==> config.mk <==
export PLATFORM = sky130hd
export DESIGN_NAME = parking_gate_ctrl
export DESIGN_NICKNAME = d
export VERILOG_FILES = /design/src/rtl/parking_gate_ctrl.sv
export SDC_FILE = /design/constraint.sdc
export NUM_CORES = 1
export LEC_CHECK = 0
export BUFFER_PORTS_ARGS = -buffer_cell sky130_fd_sc_hd__buf_2
export CAP_MARGIN = 15
export CORE_MARGIN = 4
export CORE_UTILIZATION = 35
export DETAILED_ROUTE_END_ITERATION = 16
export GPL_TIMING_DRIVEN = 1
export HOLD_SLACK_MARGIN = 0.05
export PLACE_DENSITY_LB_ADDON = 0.2
export SLEW_MARGIN = 20
export SYNTH_ARGS = -nofsm -noshare
export SYNTH_HDL_FRONTEND = slang
export SYNTH_SLANG_ARGS = --single-unit
export TNS_END_PERCENT = 100
==> constraint.sdc <==
create_clock -name clk -period 2.43 [get_ports clk]
set_input_delay 0.486 -clock clk [delete_from_list [all_inputs] [get_ports clk]]
set_output_delay 0.486 -clock clk [all_outputs]
set_load 0.03 [all_outputs]
==> src/rtl/parking_gate_ctrl.sv <==
// parking_gate_ctrl: car-park gate front end.
//   Entry and exit loop sensors are synchronised and debounced, and each
//   lane runs its own gate FSM. Completed passages become single-cycle
//   car_enter / car_exit pulses for the occupancy counter. The two pulses
//   never coincide. An entry request made while the counter reports full
//   is refused with a deny pulse.
//
// Optional build macro: GATE_TIMEOUT_EN
//   When defined, OPEN waits at most TIMEOUT_CYCLES. After that, a car
//   still on the loop is tracked in PASSING until it clears.
//
// Ports:
//   clk            block clock (same divided clock as the occupancy counter)
//   reset          asynchronous reset, active low
//   entry_sensor   raw entry-lane loop detector, 1 = car present
//   exit_sensor    raw exit-lane loop detector, 1 = car present
//   full           occupancy counter at capacity
//   car_enter      1-cycle pulse: one car entered
//   car_exit       1-cycle pulse: one car left
//   gate_in_open   entry barrier open command (registered)
//   gate_out_open  exit barrier open command (registered)
//   deny           1-cycle pulse: entry refused because full

// Per-lane sensor conditioning and gate FSM.
//   sensor  raw loop detector
//   full    capacity flag; tie to 0 for a lane that never refuses
//   gate    registered barrier command, 1 in OPEN/PASSING/HOLD
//   passed  1-cycle strobe, coincident with the first HOLD cycle
//   deny    1-cycle strobe, request refused
module parking_gate_lane #(
  parameter int DEB_CYCLES  = 4,
  parameter int HOLD_CYCLES = 16
`ifdef GATE_TIMEOUT_EN
  , parameter int TIMEOUT_CYCLES = 1024
`endif
) (
  input  logic clk,
  input  logic reset,
  input  logic sensor,
  input  logic full,
  output logic gate,
  output logic passed,
  output logic deny
);

  typedef enum logic [1:0] {
    IDLE    = 2'd0,
    OPEN    = 2'd1,
    PASSING = 2'd2,
    HOLD    = 2'd3
  } state_t;

  logic [1:0]  sync_q;
  logic        lvl_q;
  logic [7:0]  deb_cnt;
  state_t      state_q, state_n;
  logic [15:0] hold_cnt;
  logic        blocked_q;
  logic        passed_n, deny_n, block_set;
  logic        hold_done, admit;

  // 2-flop synchroniser, then debounce. The level flips only after
  // DEB_CYCLES consecutive samples disagree with it. Any agreeing sample
  // restarts the count.
  always_ff @(posedge clk or negedge reset) begin
    if (!reset) begin
      sync_q  <= '0;
      lvl_q   <= 1'b0;
      deb_cnt <= '0;
    end else begin
      sync_q <= {sync_q[0], sensor};
      if (sync_q[1] != lvl_q) begin
        if (deb_cnt == 8'(DEB_CYCLES - 1)) begin
          lvl_q   <= sync_q[1];
          deb_cnt <= '0;
        end else begin
          deb_cnt <= deb_cnt + 8'd1;
        end
      end else begin
        deb_cnt <= '0;
      end
    end
  end

  // The FSM works on the debounced level instead of its edges. A high
  // level in IDLE/HOLD can only follow a rise, because OPEN always leaves
  // on a fall. After a deny the lane is blocked until the level drops,
  // so a car that waits on the loop is not re-evaluated.
  assign admit     = lvl_q && !blocked_q;
  assign hold_done = (hold_cnt == 16'(HOLD_CYCLES - 1));

`ifdef GATE_TIMEOUT_EN
  localparam int TO_W = $clog2(TIMEOUT_CYCLES + 1);
  logic [TO_W-1:0] to_cnt;
  logic            to_done;
  assign to_done = (to_cnt == TO_W'(TIMEOUT_CYCLES - 1));
`endif

  always_comb begin
    state_n   = state_q;
    passed_n  = 1'b0;
    deny_n    = 1'b0;
    block_set = 1'b0;
    case (state_q)
      IDLE: begin
        if (admit) begin
          if (full) begin
            deny_n    = 1'b1;
            block_set = 1'b1;
          end else begin
            state_n = OPEN;
          end
        end
      end
      // With a single loop, the fall is itself the passage.
      OPEN: begin
        if (!lvl_q) begin
          state_n  = HOLD;
          passed_n = 1'b1;
        end
`ifdef GATE_TIMEOUT_EN
        else if (to_done) begin
          state_n = PASSING;
        end
`endif
      end
`ifdef GATE_TIMEOUT_EN
      PASSING: begin
        if (!lvl_q) begin
          state_n  = HOLD;
          passed_n = 1'b1;
        end
      end
`endif
      HOLD: begin
        state_n = hold_done ? IDLE : HOLD;
        // A new car reopens without dropping the gate. A refusal here
        // leaves the hold timer running.
        if (admit) begin
          if (full) begin
            deny_n    = 1'b1;
            block_set = 1'b1;
          end else begin
            state_n = OPEN;
          end
        end
      end
      default: state_n = IDLE;
    endcase
  end

  always_ff @(posedge clk or negedge reset) begin
    if (!reset) begin
      state_q   <= IDLE;
      gate      <= 1'b0;
      passed    <= 1'b0;
      deny      <= 1'b0;
      blocked_q <= 1'b0;
      hold_cnt  <= '0;
    end else begin
      state_q   <= state_n;
      gate      <= (state_n != IDLE);
      passed    <= passed_n;
      deny      <= deny_n;
      blocked_q <= block_set | (blocked_q & lvl_q);
      hold_cnt  <= (state_q == HOLD && state_n == HOLD) ? hold_cnt + 16'd1 : '0;
    end
  end

`ifdef GATE_TIMEOUT_EN
  always_ff @(posedge clk or negedge reset) begin
    if (!reset) begin
      to_cnt <= '0;
    end else begin
      to_cnt <= (state_q == OPEN && state_n == OPEN) ? to_cnt + 1'b1 : '0;
    end
  end
`endif

endmodule

module parking_gate_ctrl #(
  parameter int DEB_CYCLES     = 4,
  parameter int HOLD_CYCLES    = 16,
  parameter int TIMEOUT_CYCLES = 1024
) (
  input  logic clk,
  input  logic reset,
  input  logic entry_sensor,
  input  logic exit_sensor,
  input  logic full,
  output logic car_enter,
  output logic car_exit,
  output logic gate_in_open,
  output logic gate_out_open,
  output logic deny
);

  localparam int NUM_LANES = 2;  // lane 0 = entry, lane 1 = exit

  if (DEB_CYCLES < 1 || DEB_CYCLES > 255 || HOLD_CYCLES < 1 ||
      HOLD_CYCLES > 65535 || TIMEOUT_CYCLES < 1) begin : g_param_chk
    $error("parking_gate_ctrl: parameter out of range");
  end

  logic [NUM_LANES-1:0] sensor, lane_full, lane_gate, lane_passed, lane_deny;

  assign sensor    = {exit_sensor, entry_sensor};
  assign lane_full = {1'b0, full};  // the exit lane never refuses

  for (genvar g = 0; g < NUM_LANES; g++) begin : g_lane
    parking_gate_lane #(
      .DEB_CYCLES    (DEB_CYCLES),
      .HOLD_CYCLES   (HOLD_CYCLES)
`ifdef GATE_TIMEOUT_EN
      , .TIMEOUT_CYCLES(TIMEOUT_CYCLES)
`endif
    ) u_lane (
      .clk   (clk),
      .reset (reset),
      .sensor(sensor[g]),
      .full  (lane_full[g]),
      .gate  (lane_gate[g]),
      .passed(lane_passed[g]),
      .deny  (lane_deny[g])
    );
  end

  assign gate_in_open  = lane_gate[0];
  assign gate_out_open = lane_gate[1];
  assign deny          = |lane_deny;  // only lane 0 can raise it

  // Pulse arbiter. A pending enter always goes out first. An exit that
  // collides with it is held for one cycle instead. Two passages on the
  // same lane are many cycles apart (debounce + reopen), so each pending
  // flag never has to hold more than one event.
  logic pend_enter_q, pend_exit_q;
  logic pend_enter_n, pend_exit_n, enter_n, exit_n;

  always_comb begin
    enter_n      = 1'b0;
    exit_n       = 1'b0;
    pend_enter_n = pend_enter_q;
    pend_exit_n  = pend_exit_q;
    if (pend_enter_q) begin
      enter_n      = 1'b1;
      pend_enter_n = lane_passed[0];
      pend_exit_n  = pend_exit_q | lane_passed[1];
    end else if (pend_exit_q || lane_passed[1]) begin
      exit_n       = 1'b1;
      pend_exit_n  = 1'b0;
      pend_enter_n = lane_passed[0];
    end else if (lane_passed[0]) begin
      enter_n = 1'b1;
    end
  end

  always_ff @(posedge clk or negedge reset) begin
    if (!reset) begin
      car_enter    <= 1'b0;
      car_exit     <= 1'b0;
      pend_enter_q <= 1'b0;
      pend_exit_q  <= 1'b0;
    end else begin
      car_enter    <= enter_n;
      car_exit     <= exit_n;
      pend_enter_q <= pend_enter_n;
      pend_exit_q  <= pend_exit_n;
    end
  end

endmodule
# Yosys cells after proc, flatten, opt, wreduce, memory -nomap -nowiden
# Cells that the tools add are included.
# op_classes
reduce_logical,15
addsub,4
n_mux,34
n_eq_ne,12
bitwise,4
# op_table
operator,n
"adder 16 x 1 -> 16 bit, second input constant",2
"== test 16 x 4 -> 1 bit, second input constant",2
two-way mux 16 bit,2
two-way mux 8 bit,4
two-way mux 2 bit,10
"adder 8 x 1 -> 8 bit, second input constant",2
"== test 8 x 2 -> 1 bit, second input constant",2
two-way mux 1 bit,16
one-hot mux 2 bit (3 select lines),2
"== test 2 bit, second input constant",4
nonzero test 2 bit,3
"== test 2 x 1 -> 1 bit, second input constant",2
logical AND 1 bit,4
logical NOT 2 bit,2
AND reduction 2 bit,2
AND 1 bit,2
logical NOT 1 bit,2
!= test 1 bit,2
bitwise OR 1 bit,2
OR reduction 2 bit,1
logical OR 1 bit,1
# totals
word_cells,90
regBits,69
input_bits,5
out_inout_bits,5

# Depth between registers and ports, before layout
# logic_depth
word_depth,8
depth_mapped,7
mapped_depth_nobuf,6

# Modules after synthesis
# A second synthesis with hierarchy kept.
# unflattened
hier_cells,319
hier_area_um2,3337.0
# by_module_without_submodules
mod,instances,cells_per_inst,seq_area_each_um2,area_each_um2
parking_gate_lane,2,154,825.8,1597.8
parking_gate_ctrl,1,11,100.1,141.4

# Worst setup path after synthesis
# Ideal clock, no wire load.
# synth_timing
path_kind,register to register
startpoint,reg g_lane[0].u_lane.deb_cnt[0]
endpoint,reg g_lane[0].u_lane.lvl_q
n_path_buf,0
stages_incl_launch_ff,5
synth_period_minus_slack_ps,1870
arrival_time_ps,1745
setup_time_ps,125
path_slack_ps,560
t_required_ps,2305
cell_sequence,dfrtp_1 ha_1 or4b_1 or4_4 mux2_4
# synth_via
elab_chain_cells,2
# synth_rtl
element,line,text
from (decl),55,logic [7:0] deb_cnt;
from (signal assigned),77,deb_cnt <= deb_cnt + 8'd1;
== test 8 x 2 -> 1 bit,73,if (deb_cnt == 8'(DEB_CYCLES - 1)) begin
AND reduction 2 bit (no source line),--,
to (signal assigned),74,lvl_q <= sync_q[1];
to (decl),54,logic lvl_q;
# No other way between the ends.
# A chain may end at the register's enable or synchronous reset.

# Worst setup path in the final report
# layout_timing
startpoint,reg g_lane[1].u_lane.deb_cnt[0]
endpoint,reg g_lane[1].u_lane.deb_cnt[7]
# layout_via
elab_chain_cells,3
word_cells_on_any_way,4
classes_between,add/sub (1); eq/ne (1); mux (2)
# layout_rtl
element,line,text
from (decl),55,
from (signal assigned),77,
adder 8 x 1 -> 8 bit or == test 8 x 2 -> 1 bit (tied branches),"77, 73",
two-way mux 8 bit *,73,
two-way mux 8 bit *,72,if (sync_q[1] != lvl_q) begin
# Every way passes the cells marked *; elsewhere a longest branch is shown, timed or not.

==> qor_table.md <==
| Parameter | Value |
|---|---|
| Sum of overflow across all layers after global routing | 0 |
| Layout-stage area growth over the synthesis result | 11.93% |
| Detailed Routing Iterations Pass 1 | 4 |
| Placed cell count | 400 |
| Via count | 2094 |
| Crit path from | g_lane[1].u_lane.deb_cnt[0] |
| Yosys warnings | 0 |
| DIE AREA | 10540 sq um |
| Number of gates resized after CTS | 0 |
| Via count of the first global-routing pass | 2127 |
| Chip width | 102.7 microns |
| Port Buffers | 9 |
| Global Route Usage Sum | 0.1155 |
| TritonCTS clock tree | done |
| Max-cap viol count | 0 |
| Height of the chip | 102.7 microns |
| DP Area | 3329 sq um |
| Site row count | 34 |
| Library cell occupying the most area in the post-synthesis netlist | dfrtp_1 |
| Unique masters post-synth | 41 |
| Area contributors post-synth | dfrtp_1, xor2_1, xnor2_1, nor2_1, ha_1 |
| Kind of capture point of the worst setup path | register |
| Finish-stage setup viols | 0 |
| Asr flop ratio synth | 1.000 |
| I/O pins | 10 |
| IR Drop Worst-Case VDD | 0.0004259 V |
| Clock period minus worst slack | 1.958 ns |
| Latest clock arrival within the worst-skew pair | 0.34 ns |
| CTS Buf Count | 9 |
| HPWL after DPL | 3403 microns |
| Post-route design area | 3510 sq um |
| Residual DRC | 0 |
| Leak | 1.515 nW |
| # diodes | 0 |
| Total wire length after detailed routing | 5310 microns |
| Cell at the root of the clock tree | clkbuf_8 |
| Worst hold path type | primary input to asynchronous set/reset pin |
| Final total power | 3.176 mW |
| Top cell type's share of synthesized area | 0.5507 |
| Clock edge transition at the registers on the reported setup and hold paths | 0.07 ns |
| Total standard cell area after synthesis | 3136 sq um |
| Commonest non-fill, non-tap cells in the layout | dfrtp_1, nor2_1, xor2_1 |
| Average via count per standard cell | 5.058 |
| H-tree levels | 3 |
| Worst R2R Setup Slack | 0.47 ns |
| Worst-path maximum fanout | 7 |
| Flip-flop and latch count after synthesis | 69 |
| Fill cell instance count of the final layout | 803 |
| Placeable Area | 8721 sq um |
| Arrival time worst endpoint | 2.17 ns |
| Destination of the critical timing path | g_lane[1].u_lane.deb_cnt[7] |
| Max Clk Rate | 510.7 MHz |
| Worst Tran Pin Value | 0.3589 ns |
| CTS sink count | 69 |
| Sequential fraction of the synthesis area | 0.5507 |
| Final Slew Violations | 0 |
| Number of non-filler instances in the completed layout | 414 |
| Average instance area after synthesis | 11.04 sq um |
| Global-route wire length before repair | 9618 microns |
| Maximum number of pins on one net before global-route repair | 70 |
| Last weighted congestion value of the routability-driven placer | 0.7665 |
| Share of cells above drive strength 1 | 0.1111 |
| Drt wl/cell | 12.83 microns |
| Status | finished, final reports clean |
| Unrepaired setup endpoints after global routing | no |
| Sum Neg Setup Slack | 0 ns |
| Total number of nets in the final design | 316 |
| Slew Limit Headroom | 0.7607 |
| Initial drt markers | 62 |
| Number of enable-type register cells in the synthesized netlist | 0 |
| Post-CTS repair timing setup buffer count | 0 |
| Required time reported for the critical path endpoint | 2.64 ns |
| Top FF cell, synth | dfrtp_1 |
| Final Cycle Share | 0.8058 |
| Final Hold Fails | 0 |
| Logic depth of the worst register-to-register path | 5 |
| Clock Path Buffers | 2 |
| Clock Skews | 0.01062 ns |
| Endpoint of the worst register-to-register path | g_lane[1].u_lane.deb_cnt[7] |
| Most common cell after layout, fill and taps aside | dfrtp_1 |
| Antenna violations before repair | 0 |
| Starting density of the core | 0.3595 |
| Power per Cell Area | 905.1 nW/um^2 |
| Synthesized netlist cell count | 284 |
| Net Count, Synth | 297 |
| Sort of element at the start of the critical path | register |
| Kind of critical path | register to register |
| Post-route ant nets | 0 |
| Worst flop-to-flop path startpoint | g_lane[1].u_lane.deb_cnt[0] |
| CTS Hold Buffers Added | 0 |
## cells by family (layout without fill, tap and decap cells)
family | Yosys count | count (layout) | share of synthesized area
compound gates | 23 | 23 | 0.05946
xor+xnor | 38 | 38 | 0.1061
fa+ha+maj | 8 | 8 | 0.03192
buf+inv | 14 | 36 | 0.01995
flops | 69 | 69 | 0.5507
mux | 2 | 2 | 0.008378
simple gates | 130 | 130 | 0.2235
## how the worst min path moves through the flow
stage,from,to,slack (ns),cells after the start
floorplan,reset,car_enter,0.19,0
global placement,g_lane[1].u_lane.sync_q[0],g_lane[1].u_lane.sync_q[1],0.33,0
detailed placement,g_lane[0].u_lane.sync_q[0],g_lane[0].u_lane.sync_q[1],0.33,0
CTS,reset,g_lane[0].u_lane.deb_cnt[3],0.17,2
global route,reset,g_lane[0].u_lane.deb_cnt[3],0.19,2
finish,reset,g_lane[0].u_lane.deb_cnt[3],0.15,2
## report_power, final
group          switching, mW  internal [mW]
clock                  0.405          0.490
sequential             0.149           1.32
combinational          0.492          0.326
## cell type report
cell class                 instances  area [sq um]  share of cell area
sequential                        69          1727              0.4920
multi-input combinational        201          1346              0.3836
clock inverter                     2         35.03            0.009982
timing repair buffer              13         87.58             0.02496
tap                              108         135.1             0.03850
clock buffer                      12         145.1             0.04135
inverter                           9         33.78            0.009626
## layer usage
layer	global-route usage	vias up	share of wire
met3	0.02774	8	0.025
met2	0.1783	18	0.46
met1	0.1518	1028	0.50
met5	0	-	0
li1	-	1040	-
met4	0.05752	0	0.018
## stage by stage
stage,hold slack [ns],utilization,setup WS (ns)
after CTS,0.1715,0.4024,0.4689
after detailed placement,0.3347,0.3818,0.4687
after floorplan,0.1904,-,0.5603
after global routing,0.1860,0.4024,0.3595
final,0.1544,0.4024,0.4720
after global placement,0.3328,0.3818,0.5142
## worst max-delay path: stages (launching register included)
cell     delay [ns]
dfrtp_1        0.41
ha_1           0.25
or4b_1         0.45
or4_4          0.44
nand2_1        0.21
nor2_1         0.08
## state kept, by name, indices dropped and copies added (netlist names)
register / flops
g_lane.u_lane.blocked_q: 2
g_lane.u_lane.lvl_q: 2
g_lane.u_lane.passed: 2
pend_exit_q: 1
g_lane.u_lane.sync_q: 4
g_lane.u_lane.deny: 1
pend_enter_q: 1
g_lane.u_lane.deb_cnt: 16
g_lane.u_lane.state_q: 4
g_lane.u_lane.hold_cnt: 32
g_lane.u_lane.gate: 2
car_enter: 1
car_exit: 1
## synth_stat cells, types with 2 or more instances
library cell / n
or4_4: 2
nor2_1: 35
ha_1: 8
nand3_1: 20
a21o_1: 3
and2_1: 3
or4b_1: 2
or3_1: 3
o31ai_1: 2
and3_1: 7
a211oi_1: 4
nor3b_1: 4
and4_1: 2
nand4_1: 12
nor4_1: 10
a2bb2oi_1: 2
xnor2_1: 16
inv_1: 9
nand2_1: 6
buf_2: 2
o21ai_0: 4
buf_4: 2
and3_2: 2
dfrtp_1: 69
xor2_1: 22
nor3_1: 15
a21oi_1: 2
nor2b_1: 3
Note: power is estimated with default switching activity, not from simulation.
